--- config.mk ---
export PLATFORM = sky130hd
export DESIGN_NAME = i2s_rec_deserializer_flat
export DESIGN_NICKNAME = d
export VERILOG_FILES = /design/src/rtl/i2s_rec_deserializer_if.sv /design/src/rtl/i2s_rec_deserializer.sv /design/src/flat_wrapper.sv
export SDC_FILE = /design/constraint.sdc
export NUM_CORES = 1
export LEC_CHECK = 0
export CAP_MARGIN = 20
export CELL_PAD_IN_SITES_DETAIL_PLACEMENT = 0
export CELL_PAD_IN_SITES_GLOBAL_PLACEMENT = 2
export CORE_ASPECT_RATIO = 1.2
export CORE_UTILIZATION = 39
export CTS_CLUSTER_SIZE = 24
export DETAILED_ROUTE_END_ITERATION = 8
export GPL_TIMING_DRIVEN = 0
export PLACE_DENSITY = 0.75
export SYNTH_ARGS = -nofsm -noshare
export SYNTH_HDL_FRONTEND = slang
export SYNTH_SLANG_ARGS = --single-unit
--- constraint.sdc ---
create_clock -name clk -period 2.3 [get_ports clk]
set_input_delay 0.46 -clock clk [delete_from_list [all_inputs] [get_ports clk]]
set_output_delay 0.46 -clock clk [all_outputs]
set_load 0.02 [all_outputs]
--- src/rtl/i2s_rec_deserializer_if.sv ---
// Stream interface for captured I2S record samples.
//   m_tdata  : captured sample word, MSB-first order from the codec
//   m_tuser  : channel tag, 0 = left, 1 = right
//   m_tvalid : a sample is available at the head of the buffer
//   m_tready : consumer accepts the current sample
// The master modport is the deserializer side; slave is the consumer side.
interface i2s_rec_deserializer_if #(
  parameter int DATA_WIDTH = 24
);
  logic [DATA_WIDTH-1:0] m_tdata;
  logic                  m_tuser;
  logic                  m_tvalid;
  logic                  m_tready;

  modport master (
    output m_tdata,
    output m_tuser,
    output m_tvalid,
    input  m_tready
  );

  modport slave (
    input  m_tdata,
    input  m_tuser,
    input  m_tvalid,
    output m_tready
  );
endinterface

--- src/rtl/i2s_rec_deserializer.sv ---
// I2S master receiver for the codec record path.
// Generates BCLK and RECLRCLK from clk, shifts RECDAT in MSB first with the
// usual one-BCLK delay after each word-select change, and hands finished
// left/right samples to a stream consumer through a small show-ahead FIFO.
// Ports:
//   clk       : fabric clock
//   resetn    : synchronous active-low reset
//   enable    : 1 runs the serial interface, 0 parks it (FIFO kept)
//   BCLK      : codec bit clock, period 2*CLK_DIV clk cycles
//   RECLRCLK  : word select, 0 = left slot, 1 = right slot
//   RECDAT    : serial data from codec, sampled on BCLK rise
//   m_axis    : sample stream (tdata/tuser/tvalid/tready)
//   overflow  : sticky flag, a finished sample was dropped on a full FIFO
//   clear_ovf : clears overflow on the next edge
module i2s_rec_deserializer #(
  parameter int CLK_DIV    = 8,
  parameter int DATA_WIDTH = 24,
  parameter int SLOT_BITS  = 32,
  parameter int FIFO_DEPTH = 4
) (
  input  logic                          clk,
  input  logic                          resetn,
  input  logic                          enable,
  output logic                          BCLK,
  output logic                          RECLRCLK,
  input  logic                          RECDAT,
  i2s_rec_deserializer_if.master        m_axis,
  output logic                          overflow,
  input  logic                          clear_ovf
);

  localparam int DIV_W  = (CLK_DIV > 1) ? $clog2(CLK_DIV) : 1;
  localparam int PTR_W  = (FIFO_DEPTH > 1) ? $clog2(FIFO_DEPTH) : 1;
  localparam int CNT_W  = $clog2(FIFO_DEPTH) + 1;
  localparam int WORD_W = DATA_WIDTH + 1;

  localparam logic [DIV_W-1:0] DIV_LAST = DIV_W'(CLK_DIV - 1);
  localparam logic [4:0]       BIT_LAST = 5'(SLOT_BITS - 1);
  localparam logic [4:0]       BIT_DATA = 5'(DATA_WIDTH);
  localparam logic [CNT_W-1:0] CNT_FULL = CNT_W'(FIFO_DEPTH);

  typedef enum logic {
    IDLE,
    RUN
  } state_t;

  state_t state, state_nxt;

  logic [DIV_W-1:0]      div_cnt;
  logic [4:0]            bit_cnt;
  logic [DATA_WIDTH-1:0] shift_reg;
  logic [DATA_WIDTH-1:0] shift_nxt;
  logic                  running;
  logic                  tick;
  logic                  rise_evt;
  logic                  fall_evt;
  logic                  capture;
  logic                  last_bit;

  logic                  push_pending;
  logic [WORD_W-1:0]     push_word;

  logic [WORD_W-1:0]     mem [FIFO_DEPTH];
  logic [PTR_W-1:0]      wr_ptr;
  logic [PTR_W-1:0]      rd_ptr;
  logic [CNT_W-1:0]      count;
  logic                  valid;
  logic                  full;
  logic                  do_push;
  logic                  do_pop;
  logic                  drop;

  function automatic logic [PTR_W-1:0] ptr_inc(input logic [PTR_W-1:0] p);
    return (p == PTR_W'(FIFO_DEPTH - 1)) ? '0 : p + PTR_W'(1);
  endfunction

  // ---------------------------------------------------------------------
  // Run/idle control
  // ---------------------------------------------------------------------
  // NOTE: state registers use non-blocking assignments so every flop
  // samples the pre-edge values; blocking here would create order races.
  always_ff @(posedge clk) begin
    if (!resetn) state <= IDLE;
    else         state <= state_nxt;
  end

  // NOTE: every combinational output gets a default before any branch,
  // otherwise an unassigned path infers a latch.
  always_comb begin
    state_nxt = state;
    case (state)
      IDLE:    if (enable)  state_nxt = RUN;
      RUN:     if (!enable) state_nxt = IDLE;
      default: state_nxt = IDLE;
    endcase
  end

  // ---------------------------------------------------------------------
  // Divider / slot events
  // ---------------------------------------------------------------------
  always_comb begin
    running   = (state == RUN) && enable;
    tick      = running && (div_cnt == DIV_LAST);
    rise_evt  = tick && !BCLK;
    fall_evt  = tick && BCLK;
    // bit_cnt 0 is the one-BCLK delay slot; data occupies 1..DATA_WIDTH.
    capture   = rise_evt && (bit_cnt != 5'd0) && (bit_cnt <= BIT_DATA);
    last_bit  = rise_evt && (bit_cnt == BIT_DATA);
    shift_nxt = DATA_WIDTH'({shift_reg, RECDAT});
  end

  always_ff @(posedge clk) begin
    if (!resetn) begin
      div_cnt      <= '0;
      bit_cnt      <= '0;
      BCLK         <= 1'b0;
      RECLRCLK     <= 1'b0;
      shift_reg    <= '0;
      push_pending <= 1'b0;
      push_word    <= '0;
    end else begin
      if (running) begin
        div_cnt <= tick ? '0 : div_cnt + DIV_W'(1);
        if (tick) BCLK <= ~BCLK;
        if (fall_evt) begin
          if (bit_cnt == BIT_LAST) begin
            bit_cnt  <= '0;
            RECLRCLK <= ~RECLRCLK;
          end else begin
            bit_cnt <= bit_cnt + 5'd1;
          end
        end
        if (capture) shift_reg <= shift_nxt;
      end else begin
        // Idle or aborting: park the pins and throw away any partial word.
        div_cnt   <= '0;
        bit_cnt   <= '0;
        BCLK      <= 1'b0;
        RECLRCLK  <= 1'b0;
        shift_reg <= '0;
      end
      // A completed word is registered here and written one edge later,
      // even if enable drops in between.
      push_pending <= last_bit;
      push_word    <= {RECLRCLK, shift_nxt};
    end
  end

  // ---------------------------------------------------------------------
  // Show-ahead FIFO
  // ---------------------------------------------------------------------
  always_comb begin
    valid   = (count != '0);
    full    = (count == CNT_FULL);
    do_pop  = valid && m_axis.m_tready;
    // A pop in the same cycle frees the slot, so a full FIFO still accepts.
    do_push = push_pending && (!full || do_pop);
    drop    = push_pending && full && !do_pop;
  end

  always_ff @(posedge clk) begin
    if (!resetn) begin
      wr_ptr   <= '0;
      rd_ptr   <= '0;
      count    <= '0;
      overflow <= 1'b0;
    end else begin
      if (do_push) wr_ptr <= ptr_inc(wr_ptr);
      if (do_pop)  rd_ptr <= ptr_inc(rd_ptr);
      case ({do_push, do_pop})
        2'b10:   count <= count + CNT_W'(1);
        2'b01:   count <= count - CNT_W'(1);
        default: count <= count;
      endcase
      // A drop beats a simultaneous clear so no loss goes unreported.
      if (drop)           overflow <= 1'b1;
      else if (clear_ovf) overflow <= 1'b0;
    end
  end

  // NOTE: the storage array is deliberately not reset; the occupancy count
  // defines which entries are meaningful, and the outputs are gated below.
  always_ff @(posedge clk) begin
    if (do_push) mem[wr_ptr] <= push_word;
  end

  assign m_axis.m_tvalid = valid;
  assign m_axis.m_tdata  = valid ? mem[rd_ptr][DATA_WIDTH-1:0] : '0;
  assign m_axis.m_tuser  = valid ? mem[rd_ptr][DATA_WIDTH]     : 1'b0;

endmodule

--- src/flat_wrapper.sv ---
// flat-port wrapper written by rule: the top's interface ports become plain ports
module i2s_rec_deserializer_flat 
#(
  parameter int CLK_DIV    = 8,
  parameter int DATA_WIDTH = 24,
  parameter int SLOT_BITS  = 32,
  parameter int FIFO_DEPTH = 4
)
  (clk, resetn, enable, BCLK, RECLRCLK, RECDAT, overflow, clear_ovf, m_axis_m_tdata, m_axis_m_tuser, m_axis_m_tvalid, m_axis_m_tready);
  i2s_rec_deserializer_if #(.DATA_WIDTH(DATA_WIDTH)) m_axis_i ();
  input  logic clk;
  input  logic resetn;
  input  logic enable;
  output logic BCLK;
  output logic RECLRCLK;
  input  logic RECDAT;
  output logic overflow;
  input  logic clear_ovf;
  output wire logic [$bits(m_axis_i.m_tdata)-1:0] m_axis_m_tdata;
  output wire logic [$bits(m_axis_i.m_tuser)-1:0] m_axis_m_tuser;
  output wire logic [$bits(m_axis_i.m_tvalid)-1:0] m_axis_m_tvalid;
  input wire logic [$bits(m_axis_i.m_tready)-1:0] m_axis_m_tready;
  assign m_axis_m_tdata = m_axis_i.m_tdata;
  assign m_axis_m_tuser = m_axis_i.m_tuser;
  assign m_axis_m_tvalid = m_axis_i.m_tvalid;
  assign m_axis_i.m_tready = m_axis_m_tready;
  i2s_rec_deserializer #(.CLK_DIV(CLK_DIV), .DATA_WIDTH(DATA_WIDTH), .SLOT_BITS(SLOT_BITS), .FIFO_DEPTH(FIFO_DEPTH)) u_core (.clk(clk), .resetn(resetn), .enable(enable), .BCLK(BCLK), .RECLRCLK(RECLRCLK), .RECDAT(RECDAT), .m_axis(m_axis_i), .overflow(overflow), .clear_ovf(clear_ovf));
endmodule
# Word-level counts from Yosys, hierarchy flattened
# Memory sizes are Yosys's and may differ from the RTL's. A register that Yosys moved wholly into a read port is not among the register bits.
# Index checks and enable logic that the tools add are counted.
[word_totals]
register_bits = 68
ram_bits = 100
input_bits = 6
elab_cells = 67
memories = 1
[memory_table]
columns = ["memory", "words", "width", "read_ports", "rd_clocked_by_memory_dff", "write_ports", "line", "source"]
rows = [
  ["u_core.mem", 4, 25, 1, 1, 1, "i2s_rec_deserializer.sv:63", "logic [WORD_W-1:0] mem [FIFO_DEPTH];"],
]
[op_classes]
n_addsub = 6
n_lt_le_gt_ge = 1
n_eq_ne = 8
mux = 13
n_bitwise = 4
n_reduce_logical = 22
[op_table]
columns = ["op", "count"]
rows = [
  ["$mux W24", 1],
  ["$logic_and A1 B1 Y1", 11],
  ["$eq A5 B5 Y1 const B", 2],
  ["$mux W2", 4],
  ["$add A3 B1 Y3 const B", 2],
  ["$eq A2 B2 Y1 const B", 3],
  ["$eq A3 B3 Y1 const B", 2],
  ["$mux W1", 6],
  ["$pmux W3 S2", 1],
  ["$add A5 B1 Y5 const B", 1],
  ["$le A5 B5 Y1 const B", 1],
  ["$mux W5", 1],
  ["$reduce_bool A5 Y1", 1],
  ["$add A2 B1 Y2 const B", 2],
  ["$not A1 Y1", 4],
  ["$reduce_and A2 Y1", 2],
  ["$reduce_bool A2 Y1", 2],
  ["$logic_not A1 Y1", 3],
  ["$reduce_bool A3 Y1", 1],
  ["$reduce_or A3 Y1", 1],
  ["$sub A3 B1 Y3 const B", 1],
  ["$eq A2 B1 Y1 const B", 1],
  ["$logic_or A1 B1 Y1", 1],
]

# Logic depth before layout (Yosys ltp)
[logic_depth]
word_depth = 6
ltp_mapped = 9
ltp_nobuf = 9

# Worst setup path before layout
# Ideal clock, no wire load.
[synth_timing]
path_kind = "input -> register"
startpoint = "input port m_axis_m_tready"
endpoint = "register u_core.count[2]"
arrival_ns = 2.177
required_ns = 2.228
slack_ns = 0.050
cell_stages = 9
n_path_buf = 0
path_cell_list = "nor4b_1 nor2_1 inv_1 ha_1 inv_1 fa_1 xor2_1 or3_1 a21oi_1"
[synth_between]
elab_chain_cells = 5
[synth_lines]
columns = ["element", "line", "source"]
rows = [
  ["from (decl)", "flat_wrapper.sv:22", "input wire logic [$bits(m_axis_i.m_tready)-1:0] m_axis_m_tready;"],
  ["$logic_and A1 B1 Y1 *", "i2s_rec_deserializer.sv:155", "do_pop = valid && m_axis.m_tready;"],
  ["$logic_or A1 B1 Y1", "i2s_rec_deserializer.sv:157", "do_push = push_pending && (!full || do_pop);"],
  ["$logic_and A1 B1 Y1", "i2s_rec_deserializer.sv:157", ""],
  ["$eq A2 B1 Y1 or $eq A2 B2 Y1 (tied branches)", "i2s_rec_deserializer.sv:170", "case ({do_push, do_pop})"],
  ["$pmux W3 S2 or $reduce_bool A2 Y1 (tied branches)", "--", ""],
  ["to (signal assigned)", "i2s_rec_deserializer.sv:171", "2'b10: count <= count + CNT_W'(1);"],
  ["to (signal assigned)", "i2s_rec_deserializer.sv:172", "2'b01: count <= count - CNT_W'(1);"],
  ["to (signal assigned)", "i2s_rec_deserializer.sv:173", "default: count <= count;"],
  ["to (decl)", "i2s_rec_deserializer.sv:66", "logic [CNT_W-1:0] count;"],
]
# Every way passes the cells marked *; elsewhere a longest branch is shown, timed or not.
# A chain may end at the register's enable or synchronous reset.

==> flow_metrics.py <==
metrics = {
    "status": {
        "outcome": "finished with violations",
        "violated_checks": "setup timing",
    },
    "route": {
        "routed-wl-met3_microns": 372,
        "dr.pass1.iters": 4,
        "postRouteWirelength_mm": 10.83,
        "met2WireLength_mm": 5.597,
        "vias": 3306,
        "detail_route.wirelength.met1_mm": 4.683,
        "vias_per_cell": 4.798,
        "dr.first_iter.drc_count": 128,
        "detail_route.wl_per_cell_microns": 15.72,
        "remaining_antenna_violation_count_after_routing": 0,
        "top_signal_layer_used": "met4",
        "detail_route.drc_violations": 0,
    },
    "synth": {
        "synth_top_family_by_area": "multiplexers",
        "synth_area_leader_cell": "edfxtp_1",
        "fraction_of_the_mapped_netlist_area_in_compound_gates_pct": 1.991,
        "synth-seq-area-share_pct": 69.39,
        "syn-num-nets": 421,
        "synthesis.yosys.warnings": 0,
        "synthSimpleGateAreaFrac_pct": 10.72,
        "yosysMostFrequentCell": "edfxtp_1",
        "yosys.area_share.adder_pct": 2.484,
        "share_of_synthesized_registers_carrying_an_async_set_or_reset_pct": 0,
        "syn_area_per_cell_sq_um": 15.75,
        "netlist.area_leader.share_pct": 47.31,
        "synth_enable_flop_cells": 100,
        "register_bit_count_reported_by_yosys": 170,
        "yosys.area_share.xor_xnor_pct": 0.4140,
        "synthTopCellsByCount": "edfxtp_1, dfxtp_1, and2_1, nand2_1, nor2b_1",
        "synth.lib_cells_used.distinct": 38,
        "syn-instance-count": 403,
        "synth_top_flop_cell": "edfxtp_1",
        "post_synth_mux_area_share_pct": 12.81,
        "synth_area_sq_um": 6347,
        "ys_top_cells_by_area": "edfxtp_1, dfxtp_1, mux4_2, mux2i_1, and2_1",
    },
    "place": {
        "place_worst_setup_slack_ps": -760.2,
        "dpl-instance-area_sq_um": 7019,
        "globalplace.congestion": 0.7228,
        "dp_hpwl_mm": 7.022,
        "port-buffer-count": 34,
    },
    "setup_path": {
        "criticalPathCategory": "reg2out",
        "worst_ep_arrival_time_ps": 1890,
        "crit_required_ps": 1840,
        "critical_path_buf_inv_count": 4,
        "timing.critical_path.max_delay_family": "multiplexers",
        "endpoint_kind": "output port",
        "timing.critical_path.from_type": "register",
        "timing.critical_path.fanout_max": 5,
        "reg2regPathDepth": 9,
        "cp_slowest_stage_delay_ps": 520,
        "crit_path_cell_trace": "buf_6, buf_12, buf_12, mux4_2, nor2b_4, buf_6",
        "critPathSlowestCell": "mux4_2",
        "cp_num_cells": 6,
    },
    "clocking": {
        "htree_levels": 4,
        "clock_insertion_delay_at_the_later_pin_of_the_skew_report_ps": 420,
        "ctsLongestPathBuffers": 2,
        "cts.hold.buffers_added": 0,
        "cts.sink_count": 170,
        "cts_tree": "yes",
        "cts-root-buf": "clkbuf_16",
        "clk_pin_slew_worst_paths_ps": 60,
        "tritoncts.num_buffers": 17,
    },
    "worst_hold_path": {
        "worstHoldPathCells": 1,
        "hp-class": "reg2reg",
    },
    "global_route": {
        "grt_pass1_wl_mm": 17.44,
        "grt_antenna_before_repair": 0,
        "grt_max_degree": 26,
        "grt-ovfl-total": 0,
        "gr-usage-all-layers_pct": 13.98,
        "vias_in_the_first_global_route": 3385,
    },
    "power_and_ir_drop": {
        "ir_drop_v": 0.0004929,
        "power.density_cell_area_nw_per_um2": 770.8,
        "post-layout-total-power_uw": 6109,
        "power.leakage_uw": 0.002910,
    },
    "cells_and_area": {
        "largest_register_ff_count": 100,
        "syn_to_final_growth_pct": 24.86,
        "post-route-cell-area_sq_um": 7925,
        "share_of_post_route_cells_with_drive_strength_above_1_pct": 26.82,
        "total_inserted_antenna_cells": 0,
        "finalCoreUtilization_pct": 50.27,
        "fin_nets": 487,
    },
    "timing": {
        "final_critical_path_setup_slack_ps": -54.73,
        "grt_setup_unrepaired": "yes",
        "worst_pin_slew_ps": 936.7,
        "finalCriticalPeriod_ps": 2355,
        "final-max-slew-violation-count": 0,
        "final_hold_viols": 0,
        "maxSlewHeadroom_pct": 37.56,
        "maxClockFrequency_mhz": 424.7,
        "skew_ps": 7.796,
        "hold_slack_ps": 424.5,
        "period_share_pct": 102.4,
        "setup_violators_final": 13,
    },
    "floorplan": {
        "die_area_sq_um": 16790,
        "horizontal_die_dimension_microns": 118.5,
        "initial_utilization_pct": 40.26,
        "rows": 50,
        "die_y_microns": 141.8,
        "top_level_ports": 35,
        "core_region_area_sq_um": 15770,
    },
    "run": {
        "timing.max_cap.violations": 0,
    },
}
stage by stage:
stage,std cells,TNS [ps]
2_1_floorplan,403,0
3_3_place_gp,645,-54800
3_5_place_dp,648,-22310
4_1_cts,690,-1062
5_1_grt,689,-1639
6_report,689,-386.4
cell usage in the layout, fill, tap and decap left out, drive strengths merged:
master	synthesis	layout
xor2	2	2
a31oi	1	1
nor4b	2	2
nor2	9	9
dlymetal6s2s	0	1
nand2	27	27
or3	4	4
o31ai	1	1
and2	27	27
mux2i	25	25
fa	1	1
o21ai	6	6
ha	11	11
dlygate4sd2	0	1
and3	6	6
buf	7	47
or4	2	2
clkdlybuf4s50	0	7
or4b	2	2
nand3b	2	2
dfxtp	70	70
nand4	1	1
nor4	1	1
inv	12	12
nor2b	26	26
xnor2	1	1
clkinv	1	5
nand3	4	4
clkbuf	10	30
bufinv	0	4
a21oi	11	11
a2111oi	1	1
clkinvlp	0	1
nand2b	1	1
nor3	2	2
mux4	25	25
nor3b	2	2
edfxtp	100	100
worst paths after layout:
kind	from	endpoint	slack, ps
setup reg to reg	u_core.count[1]	u_core.count[2]	160
setup / recovery	register	m_axis_m_tdata[16]	-50
hold reg to reg	u_core.div_cnt[0]	u_core.div_cnt[0]	420
hold / removal	u_core.div_cnt[0]	u_core.div_cnt[0]	420
per-layer routing:
layer	vias to the layer above	GRT usage, %
met2	44	23.93
met1	1647	16.15
met5	-	0
li1	1601	-
met3	14	3.939
met4	0	6.862
area by class of cell:
cell class              count  area [sq um]
fillers                  1351          7840
clock buffers              22         454.2
plain buffers              16         132.6
inverters                  13         48.80
well taps                 208         260.3
repair buffers             48         516.7
clock inverters             9         147.6
flip-flops and latches    170          4408
multi-input cells         203          1957
power by group:
group / internal [uW] / switching (uW)
Combinational: 10.9 / 19.3
Clock: 1830 / 1060
Sequential: 3190 / 2.13
repair_timing:
| action | 4_1_cts | 5_1_grt |
|---|---|---|
| endpoints found under the hold margin | 0 | 0 |
| gates cloned | 2 | 0 |
| pin swaps | 2 | 1 |
| resized for setup | 146 | 53 |
| endpoints found under the setup margin | 28 | 25 |
| buffers inserted | 9 | 2 |
logic make-up (layout without fill, tap and decap cells):
group                    Yosys count  count (layout)
XOR/XNOR                           3               3
flip-flops                       170             170
AND/OR/NAND/NOR                  118             118
buffers and inverters             30             108
AO/OA/AOI/OAI                     20              20
multiplexers                      50              50
adder cells (fa/ha/maj)           12              12
No activity file was read; power rests on OpenSTA's default activity.
